===== config.mk =====
export PLATFORM = sky130hd
export DESIGN_NAME = phy_os_rcvr
export DESIGN_NICKNAME = d
export VERILOG_FILES = /design/src/rtl/ozphy_pkg.sv /design/src/rtl/os_classifier.sv /design/src/rtl/phy_os_rcvr.sv
export SDC_FILE = /design/constraint.sdc
export NUM_CORES = 1
export LEC_CHECK = 0
export BUFFER_PORTS_ARGS = -buffer_cell sky130_fd_sc_hd__buf_2
export CORE_MARGIN = 2
export CORE_UTILIZATION = 40
export DETAILED_ROUTE_END_ITERATION = 8
export GPL_TIMING_DRIVEN = 1
export SYNTH_ARGS = -nofsm -noshare
export SYNTH_HDL_FRONTEND = slang
export SYNTH_SLANG_ARGS = --single-unit

===== constraint.sdc =====
create_clock -name clk -period 11.2 [get_ports clk]
set_input_delay 0.56 -clock clk [delete_from_list [all_inputs] [get_ports clk]]
set_output_delay 0.56 -clock clk [all_outputs]
set_load 0.01 [all_outputs]

===== src/rtl/ozphy_pkg.sv =====
// Shared types and symbol constants for the PHY training-path ordered-set receiver.
package ozphy_pkg;

    localparam int TS_LEN  = 16;
    localparam int SKP_LEN = 4;

    localparam logic [7:0] COM   = 8'hBC;
    localparam logic [7:0] SKP   = 8'h1C;
    localparam logic [7:0] PAD   = 8'hF7;
    localparam logic [7:0] TS1ID = 8'h4A;
    localparam logic [7:0] TS2ID = 8'h45;

    typedef enum logic [3:0] {
        DETECT_QUIET,
        DETECT_ACTIVE,
        POLLING_ACTIVE,
        POLLING_CONFIG,
        CONFIG_LINKWIDTH_START,
        CONFIG_LINKWIDTH_ACCEPT,
        CONFIG_LANENUM_WAIT,
        CONFIG_LANENUM_ACCEPT,
        CONFIG_COMPLETE,
        CONFIG_IDLE,
        L0,
        RECOVERY
    } ltssm_state_t;

    typedef enum logic [1:0] {OS_NONE, OS_SKP, OS_TS1, OS_TS2} os_type_t;

    typedef struct packed {
        logic       k;
        logic [7:0] data;
    } os_sym_t;

    function automatic logic is_sym(input os_sym_t s, input logic k, input logic [7:0] d);
        return (s.k == k) && (s.data == d);
    endfunction

endpackage


===== src/rtl/os_classifier.sv =====
// Combinational ordered-set classifier over a COM-aligned symbol queue.
module os_classifier
    import ozphy_pkg::*;
#(
    parameter int LEN = TS_LEN
) (
    input  os_sym_t [LEN-1:0] q,
    output os_type_t          os_type
);

    logic skp_hit;
    logic ts1_hit;
    logic ts2_hit;

    always_comb begin
        skp_hit = 1'b1;
        ts1_hit = 1'b1;
        ts2_hit = 1'b1;
        for (int i = 1; i <= 3; i++) begin
            if (!is_sym(q[i], 1'b1, SKP)) skp_hit = 1'b0;
        end
        for (int i = 6; i < LEN; i++) begin
            if (!is_sym(q[i], 1'b0, TS1ID)) ts1_hit = 1'b0;
            if (!is_sym(q[i], 1'b0, TS2ID)) ts2_hit = 1'b0;
        end

        if (skp_hit)      os_type = OS_SKP;
        else if (ts1_hit) os_type = OS_TS1;
        else if (ts2_hit) os_type = OS_TS2;
        else              os_type = OS_NONE;
    end

endmodule


===== src/rtl/phy_os_rcvr.sv =====
// Receive-side ordered-set parser: assembles COM-aligned sets, classifies them,
// latches TS1/TS2 fields and keeps per-type training-set counters.
module phy_os_rcvr
    import ozphy_pkg::*;
#(
    parameter int MAX_TS_LEN = 16
) (
    input  logic         clk,
    input  logic         reset,
    input  logic [7:0]   txdata,
    input  logic         txdatak,
    input  logic         en_n,
    input  ltssm_state_t curr_ltssm_state,
    output logic         os_valid,
    output os_type_t     os_type,
    output logic [7:0]   ts1_linkn,
    output logic [7:0]   ts1_lanen,
    output logic [7:0]   ts1_nfts,
    output logic [7:0]   ts1_dri,
    output logic [7:0]   ts1_tc,
    output logic [7:0]   ts2_linkn,
    output logic [7:0]   ts2_lanen,
    output logic [7:0]   ts2_nfts,
    output logic [7:0]   ts2_dri,
    output logic [7:0]   ts2_tc,
    output logic [15:0]  ts1ctr,
    output logic [15:0]  ts2ctr,
    output logic         link_proposed
);

    localparam int PTR_W = $clog2(MAX_TS_LEN + 1);
    localparam int IDX_W = $clog2(MAX_TS_LEN);
    localparam logic [PTR_W-1:0] LEN_TS  = PTR_W'(MAX_TS_LEN);
    localparam logic [PTR_W-1:0] LEN_SKP = PTR_W'(SKP_LEN);

    function automatic logic [15:0] sat_inc(input logic [15:0] v);
        return (v == 16'hFFFF) ? v : v + 16'd1;
    endfunction

    os_sym_t [MAX_TS_LEN-1:0] q, q_nxt;
    logic [PTR_W-1:0] ptr, ptr_nxt;
    logic [PTR_W-1:0] len, len_nxt;
    ltssm_state_t     prev_state;
    os_sym_t          sym;
    logic             is_com;
    logic             wr;
    logic             complete;
    logic             state_chg;
    os_type_t         cls;
    logic [15:0]      ts1_base, ts2_base, ts1_nxt, ts2_nxt;
    logic             lp_nxt;

    assign sym    = '{k: txdatak, data: txdata};
    assign is_com = txdatak && (txdata == COM);

    // queue write / frame restart
    always_comb begin
        q_nxt   = q;
        ptr_nxt = ptr;
        len_nxt = len;
        wr      = 1'b0;
        if (!en_n) begin
            if (is_com) begin
                q_nxt    = '0;
                q_nxt[0] = sym;
                ptr_nxt  = PTR_W'(1);
                len_nxt  = LEN_TS;
            end else if ((ptr != '0) && (ptr < len)) begin
                q_nxt[ptr[IDX_W-1:0]] = sym;
                ptr_nxt = ptr + PTR_W'(1);
                wr      = 1'b1;
                // Entry 1 decides whether this is a short SKP set.
                if (ptr == PTR_W'(1)) begin
                    len_nxt = is_sym(sym, 1'b1, SKP) ? LEN_SKP : LEN_TS;
                end
            end
        end
    end

    assign complete = wr && (ptr_nxt == len_nxt);

    os_classifier #(.LEN(MAX_TS_LEN)) u_cls (
        .q       (q_nxt),
        .os_type (cls)
    );

    // Counter clear takes effect before the count on the same edge.
    always_comb begin
        state_chg = (curr_ltssm_state != prev_state);
        ts1_base  = (state_chg || (complete && cls == OS_TS2)) ? 16'd0 : ts1ctr;
        ts2_base  = (state_chg || (complete && cls == OS_TS1)) ? 16'd0 : ts2ctr;
        ts1_nxt   = (complete && cls == OS_TS1) ? sat_inc(ts1_base) : ts1_base;
        ts2_nxt   = (complete && cls == OS_TS2) ? sat_inc(ts2_base) : ts2_base;
        lp_nxt    = complete && (cls == OS_TS1) && !is_sym(q_nxt[1], 1'b1, PAD)
                    && (curr_ltssm_state == CONFIG_LINKWIDTH_START);
    end

    // completion register stage
    always_ff @(posedge clk) begin
        if (reset) begin
            q             <= '0;
            ptr           <= '0;
            len           <= LEN_TS;
            os_valid      <= 1'b0;
            os_type       <= OS_NONE;
            ts1_linkn     <= '0;
            ts1_lanen     <= '0;
            ts1_nfts      <= '0;
            ts1_dri       <= '0;
            ts1_tc        <= '0;
            ts2_linkn     <= '0;
            ts2_lanen     <= '0;
            ts2_nfts      <= '0;
            ts2_dri       <= '0;
            ts2_tc        <= '0;
            ts1ctr        <= '0;
            ts2ctr        <= '0;
            link_proposed <= 1'b0;
        end else begin
            q             <= q_nxt;
            ptr           <= ptr_nxt;
            len           <= len_nxt;
            os_valid      <= complete;
            ts1ctr        <= ts1_nxt;
            ts2ctr        <= ts2_nxt;
            link_proposed <= lp_nxt;
            if (complete) begin
                os_type <= cls;
                if (cls == OS_TS1) begin
                    ts1_linkn <= q_nxt[1].data;
                    ts1_lanen <= q_nxt[2].data;
                    ts1_nfts  <= q_nxt[3].data;
                    ts1_dri   <= q_nxt[4].data;
                    ts1_tc    <= q_nxt[5].data;
                end else if (cls == OS_TS2) begin
                    ts2_linkn <= q_nxt[1].data;
                    ts2_lanen <= q_nxt[2].data;
                    ts2_nfts  <= q_nxt[3].data;
                    ts2_dri   <= q_nxt[4].data;
                    ts2_tc    <= q_nxt[5].data;
                end
            end
        end
        // Tracks the input even in reset so no spurious clear follows reset.
        prev_state <= curr_ltssm_state;
    end

endmodule


== Yosys cells after proc, flatten, opt, wreduce, memory -nomap -nowiden ==
Cells that the tools add are included.
Storage, ports and cells
  bits in registers: 274
  input port bits: 16
  output and inout bits: 116
  word-level logic and storage cells: 192
Cells by class
  add/subtract/negate cells: 3
  $lt $le $gt $ge: 3
  equality and inequality tests: 34
  multiplexer cells: 49
  bitwise logic cells: 12
  reduce and logical (&&, ||, !) cells: 41
Operators with widths (number)
  $mux 144: 3
  $eq 8x7->1 const B: 20
  $bwmux 144: 1
  $mux 16: 6
  $mux 5: 8
  $demux 9 s4: 1
  $logic_and 1x1->1: 33
  $add 16x1->16 const B: 2
  $eq 16x16->1 const B: 2
  $eq 8x5->1 const B: 4
  $mux 1: 26
  $eq 8x8->1 const B: 2
  $not 1->1: 12
  $mux 9: 1
  $mux 2: 3
  $add 5x1->5 const B: 1
  $eq 5x1->1 const B: 1
  $eq 5x5->1: 1
  $lt 4x5->1 const B: 1
  $lt 5x5->1: 1
  $reduce_bool 5->1: 1
  $eq 2x2->1 const B: 2
  $eq 4x3->1 const B: 1
  $ge 4x1->1 const B: 1
  6 further kinds: 8

== Logic depth before layout (Yosys ltp) ==
  word-level depth: 30
  depth in mapped cells: 26
  gate-level depth less buffers: 21

== By module ==
A second synthesis with hierarchy kept.
Unflattened totals
  cells, all modules: 1307
  area total of the unflattened synthesis: 11690.0 um2
Modules (own cells, without submodules)
  phy_os_rcvr: instances 1, cells each 1247, area each 11185.7 um2, seq. area each 5485.3 um2
  os_classifier: instances 1, cells each 60, area each 504.2 um2, seq. area each 0.0 um2

== Worst setup path before layout ==
OpenSTA, ideal clock, no wires.
  path type: reg-to-reg
  start: register ptr[4]
  end: register ts2ctr[7]
  library setup time: 0.115 ns
  arrival time: 5.188 ns
  data required time: 11.085 ns
  slack: 5.898 ns
  stages on the path, launching flop included: 21
  buffers on the path: 2
  clock period less this slack: 5.302 ns
  path through: dfxtp_1 > ha_1 > a21o_1 > buf_2 > nor3_2 > a21boi_1 > mux2_2 > nor3_1 > nand4_1 > or4_1 > nor4_2 > buf_2 > nand2_1 > and3_1 > ha_1 > and3_1 > nand2_1 > nor2_1 > or4_1 > o31a_1 > o21a_1
Between the ends
  cells in the longest elaborated chain, start to end: 27
  elaborated cells between the ends (all ways): 112
  classes of those cells: 2 x add/sub; 1 x order compare; 28 x eq/ne; 42 x mux; 10 x bitwise; 29 x reduce/logical
Ends and longest elaborated chain
  start, declared: line phy_os_rcvr.sv:41  | logic [PTR_W-1:0] ptr, ptr_nxt;
  start signal, assigned: line phy_os_rcvr.sv:121  | ptr <= ptr_nxt;
  $lt 5x5->1 or $reduce_bool 5->1 (tied branches): line phy_os_rcvr.sv:68  | end else if ((ptr != '0) && (ptr < len)) begin
  $logic_and 1x1->1: line phy_os_rcvr.sv:68
  $mux 144: line phy_os_rcvr.sv:68
  $mux 144: line phy_os_rcvr.sv:63  | if (is_com) begin
  $mux 144: line phy_os_rcvr.sv:62  | if (!en_n) begin
  $eq 8x7->1 or $not 1->1 (tied branches): line ozphy_pkg.sv:36  | return (s.k == k) && (s.data == d);
  $logic_and 1x1->1: line ozphy_pkg.sv:36
  $mux 1 (10 in series): line os_classifier.sv:24  | if (!is_sym(q[i], 1'b0, TS2ID)) ts2_hit = 1'b0;
  [... 2 more ...]
  $mux 2: line os_classifier.sv:27  | if (skp_hit) os_type = OS_SKP;
  $eq 2x2->1: line phy_os_rcvr.sv:91  | ts2_base = (state_chg || (complete && cls == OS_TS1)) ? 16'd0 : ts2ctr;
  $logic_and 1x1->1: line phy_os_rcvr.sv:91
  $logic_or 1x1->1: line phy_os_rcvr.sv:91
  $mux 16: line phy_os_rcvr.sv:91
  $add 16x1->16 or $eq 16x16->1 (tied branches): line phy_os_rcvr.sv:37  | return (v == 16'hFFFF) ? v : v + 16'd1;
  $mux 16: line phy_os_rcvr.sv:37
  $mux 16 *: line phy_os_rcvr.sv:93  | ts2_nxt = (complete && cls == OS_TS2) ? sat_inc(ts2_base) : ts2_base;
  end signal, assigned: line phy_os_rcvr.sv:125  | ts2ctr <= ts2_nxt;
  end, declared: line phy_os_rcvr.sv:27  | output logic [15:0] ts2ctr,
Every way passes the cells marked *; elsewhere a longest branch is shown, timed or not. The select of a mux whose other input is x is not followed.
A chain may end at the register's enable or synchronous reset.

== Worst setup path in the final report ==
  start: register ptr[2]
  end: register ts1ctr[14]
Between the ends
  cells in the longest elaborated chain, start to end: 30
  elaborated cells between the ends (all ways): 118
  classes of those cells: 2 x add/sub; 3 x order compare; 28 x eq/ne; 45 x mux; 10 x bitwise; 30 x reduce/logical
Ends and longest elaborated chain
  $lt 4x5->1 (not written as such) or $ge 4x1->1 (tied branches): line phy_os_rcvr.sv:69  | q_nxt[ptr[IDX_W-1:0]] = sym;
  $logic_and 1x1->1 (not written as such): line phy_os_rcvr.sv:69
  $mux 9 (not written as such): line phy_os_rcvr.sv:69
  $demux 9 s4: line phy_os_rcvr.sv:69
  $bwmux 144: line phy_os_rcvr.sv:69
  $mux 144: line phy_os_rcvr.sv:68
  $mux 144: line phy_os_rcvr.sv:63
  $mux 144: line phy_os_rcvr.sv:62
  [... 14 more ...]
  $mux 2: line os_classifier.sv:27
  $eq 2x2->1: line phy_os_rcvr.sv:90  | ts1_base = (state_chg || (complete && cls == OS_TS2)) ? 16'd0 : ts1ctr;
  $logic_and 1x1->1: line phy_os_rcvr.sv:90
  $logic_or 1x1->1: line phy_os_rcvr.sv:90
  $mux 16: line phy_os_rcvr.sv:90
  $add 16x1->16 or $eq 16x16->1 (tied branches): line phy_os_rcvr.sv:37
  $mux 16: line phy_os_rcvr.sv:37
  $mux 16 *: line phy_os_rcvr.sv:92  | ts1_nxt = (complete && cls == OS_TS1) ? sat_inc(ts1_base) : ts1_base;
  end signal, assigned: line phy_os_rcvr.sv:124  | ts1ctr <= ts1_nxt;
  end, declared: line phy_os_rcvr.sv:26  | output logic [15:0] ts1ctr,
Marks and branches as above.

==> summary.txt <==
Worst setup path
  – Largest delay contributor family on the critical path: simple AND/OR/NAND/NOR gates
  – Critical Path Stages: 19
  – Flop-to-flop setup slack: 4.02 ns
  – RR Endpoint: ts1ctr[14]
  – Slowest stage cell, crit path: o21a_1
  – Setup crit start: ptr[2]
  – WP data arrival: 7.61 ns
  – Critical Path RT: 11.63 ns
  – Crit Path Max Fanout: 67
  – CP max stage delay: 0.78 ns
  – WP buf/inv: 1
  – Crit-path cells: ha_1 > a21oi_1 > o21a_1 > o21ai_4 > nor3_1 > a22o_1 > nand4_1 > nor4_1 > and4b_1 > nand2_2 > buf_4 > and3_1 > ha_1 > nand2_1 > or3_1 > o21bai_1 > nand3_1 > nor3_1 > mux2i_1
  – Worst R2R Path Depth: 19
  – Kind of critical path: reg -> reg
  – Startpoint Class: flip-flop
  – Worst reg2reg path startpoint: ptr[2]
  – Critical Path End: ts1ctr[14]
  – Crit path capture type: flip-flop

GRT
  – Pin count of the biggest net entering global routing: 76
  – Global-route wire length before repair: 70900 um
  – Antenna violations before repair: 0
  – GRT Resource Usage Total: 26.6%
  – Number of global-route vias before repair: 12100
  – GRT overflow: 0

Synth
  – Top FF cell, synth: dfxtp_1
  – Async SR Flop Fraction: 0%
  – Syn Std Cell Area: 13000 sq um
  – Post-synthesis cell count: 1622
  – EDFF count, synth: 0
  – Yosys warns: 0
  – Syn Nets: 1648
  – Sequential fraction of the synthesis area: 40.6%
  – Mapped Avg Cell Area: 7.99 sq um
  – Netlist cell types: 86
  – #FFs+latches synth: 263

Route
  – Avg WL per Cell: 21.6 um
  – Initial DRC count: 1170
  – Via count: 12800
  – Residual DRC: 0
  – Drt total wl: 46000 um
  – Vias per inst: 6.03
  – First-pass DRT Iterations: 5
  – Final antenna-violating net count: 0

Pwr
  – Comb pwr share: 2.7%
  – Clk pwr share: 50.4%
  – Flop pwr share: 46.9%
  – P per Cell Area: 135 nW/um^2
  – Switch Pwr: 0.000440 W
  – Max IR drop VDD: 109 uV
  – Switching share of total power: 22.0%
  – Leak: 5.66 nW
  – Pint: 0.00156 W

Clocking
  – Clock Sinks: 263
  – H-tree depth: 1
  – Clock root buffer: clkbuf_16
  – Bufs on Longest Clock Path: 3
  – CTS Buf Count: 29
  – TritonCTS clock tree: yes
  – Post-CTS Resized: 0
  – Worst-Skew Late Latency: 0.56 ns
  – # hold bufs at CTS: 0
  – Clock-pin transition on the worst setup and hold timing paths: 0.06 ns
  – Post-CTS Setup Bufs: 0

Layout
  – Share of cells above drive strength 1: 14.3%
  – # fillers: 3166
  – Area of the multi-input gates: 7140 sq um
  – Commonest non-fill, non-tap cell in the layout: nand2_1
  – Register area: 5270 sq um
  – Nets: 1728
  – Diodes inserted: 0
  – Most frequent cells in the layout: nand2_1, dfxtp_1, a21oi_1
  – Area Overhead vs Synth: 14.5%

Die
  – DIE AREA: 33800 sq um
  – Ports: 132
  – Rows: 65
  – Die width: 184 um
  – Core region area: 31700 sq um
  – Die height: 184 um
  – Initial Util: 40.8%

Timing
  – Final worst-path setup slack: 4.02 ns
  – Max Slew Vio Count: 0
  – Final period utilization: 64.1%
  – RSZ-0062 raised after global routing: false
  – Worst-margin pin slew: 1.21 ns
  – Final hold violations: 0
  – Crit path time final: 7.18 ns
  – Slew Limit Headroom: 18.8%
  – Worst hold slack: 0.160 ns
  – Final setup violation count: 0
  – Clock skew: 0.0252 ns
  – Fin Setup TNS: 0 ns
  – FMAX: 139 MHz

Place
  – Pre-CTS setup slack: 4.07 ns
  – Gpl congestion: 1.03
  – Port Buffers: 131
  – Detailed placement HPWL: 32300 um

Job
  – Max Cap Viol: 0

Hold path
  – Hold Path Class: in -> reg

Outcome
  – Status: completed
==> power groups by stage <==
stage | sequential [W] | clock, W | combinational [W]
floorplan | 0.000957 | 0 | 0.0000298
global placement | 0.000957 | 0 | 0.0000520
detailed placement | 0.000957 | 0 | 0.0000520
CTS | 0.000936 | 0.00102 | 0.0000522
global route | 0.000936 | 0.00106 | 0.0000557
finish | 0.000936 | 0.00101 | 0.0000533
==> per-stage QoR <==
| stage | power (W) | utilization [%] | std cells | instance area [sq um] |
|---|---|---|---|---|
| 6_report | 0.00200 | 46.8 | 2125 | 14800 |
| 5_1_grt | 0.00205 | 46.8 | 2125 | 14800 |
| 4_1_cts | 0.00201 | 46.8 | 2125 | 14800 |
| 3_5_place_dp | 0.00101 | 43.6 | 2073 | 13800 |
| 3_3_place_gp | 0.00101 | 43.6 | 2073 | 13800 |
| 2_1_floorplan | 0.000987 | - | 1622 | 13000 |
==> layout make-up <==
cell class                 instances  area share [%]
inverter                          21           0.531
timing repair buffer             156            5.70
tap                              402            3.39
clock buffer                      39            5.35
sequential                       263            35.5
multi-input combinational       1231            48.1
clock inverter                    13            1.38
==> Yosys cell counts, types with 7 or more instances <==
cell type,count,area share (%)
nand2_1,273,7.9
dfxtp_1,263,41
a21oi_1,160,6.2
nor2_1,130,3.8
nand3_1,78,3.0
and2_1,67,3.2
clkbuf_1,67,1.9
nor3_1,38,1.5
a22o_1,34,2.3
o21ai_0,32,1.2
and3_1,31,1.5
buf_2,29,1.1
a22oi_1,28,1.6
nand4_1,28,1.4
inv_1,21,0.61
or3_1,20,0.97
or4_1,20,1.2
a32oi_1,18,1.2
mux2i_1,18,1.4
nor2b_1,16,0.77
nor4_1,16,0.77
a31oi_1,14,0.68
nand2b_1,13,0.63
o211ai_1,13,0.75
o31ai_1,13,0.75
ha_1,10,0.97
a211oi_1,8,0.46
a21o_1,8,0.46
nand3b_1,7,0.41
nor4b_1,7,0.47
==> per-layer routing <==
metal	global-route usage (%)	part of all wire, %	vias to the layer above
li1	-	-	6014
met1	35.9	44	6103
met2	42.7	44	578
met3	3.90	8.0	124
met4	10.8	4.2	0
met5	0	0	-
==> state kept, by name, indices dropped and copies added (netlist names) <==
register / count
ts2_linkn: 8
ts1_dri: 8
q: 133
ts1_tc: 8
ts1_lanen: 8
ts1_linkn: 8
ts2_lanen: 8
ts1ctr: 16
os_valid: 1
os_type: 2
ptr: 5
ts2ctr: 16
link_proposed: 1
ts2_dri: 8
ts2_nfts: 8
ts2_tc: 8
prev_state: 4
ts1_nfts: 8
len: 5
==> worst min-delay path by stage <==
stage	start	cells past startpoint	end
6_report	curr_ltssm_state[2]	1	prev_state[2]
5_1_grt	curr_ltssm_state[2]	1	prev_state[2]
4_1_cts	curr_ltssm_state[2]	1	prev_state[2]
3_5_place_dp	ts1_nfts[0]	2	ts1_nfts[0]
3_3_place_gp	ts1_tc[3]	2	ts1_tc[3]
2_1_floorplan	q[114]	2	q[114]
==> kinds of logic after synthesis <==
| family | share of synthesized area (%) |
|---|---|
| adders and majority gates | 0.966 |
| buffers and inverters | 4.39 |
| xor gates and xnor gates | 0.608 |
| DFF | 40.6 |
| and+or+nand+nor | 31.2 |
| muxes | 1.91 |
| AOI/OAI and AO/OA | 20.3 |
Note: power is estimated with default switching activity, not from simulation.
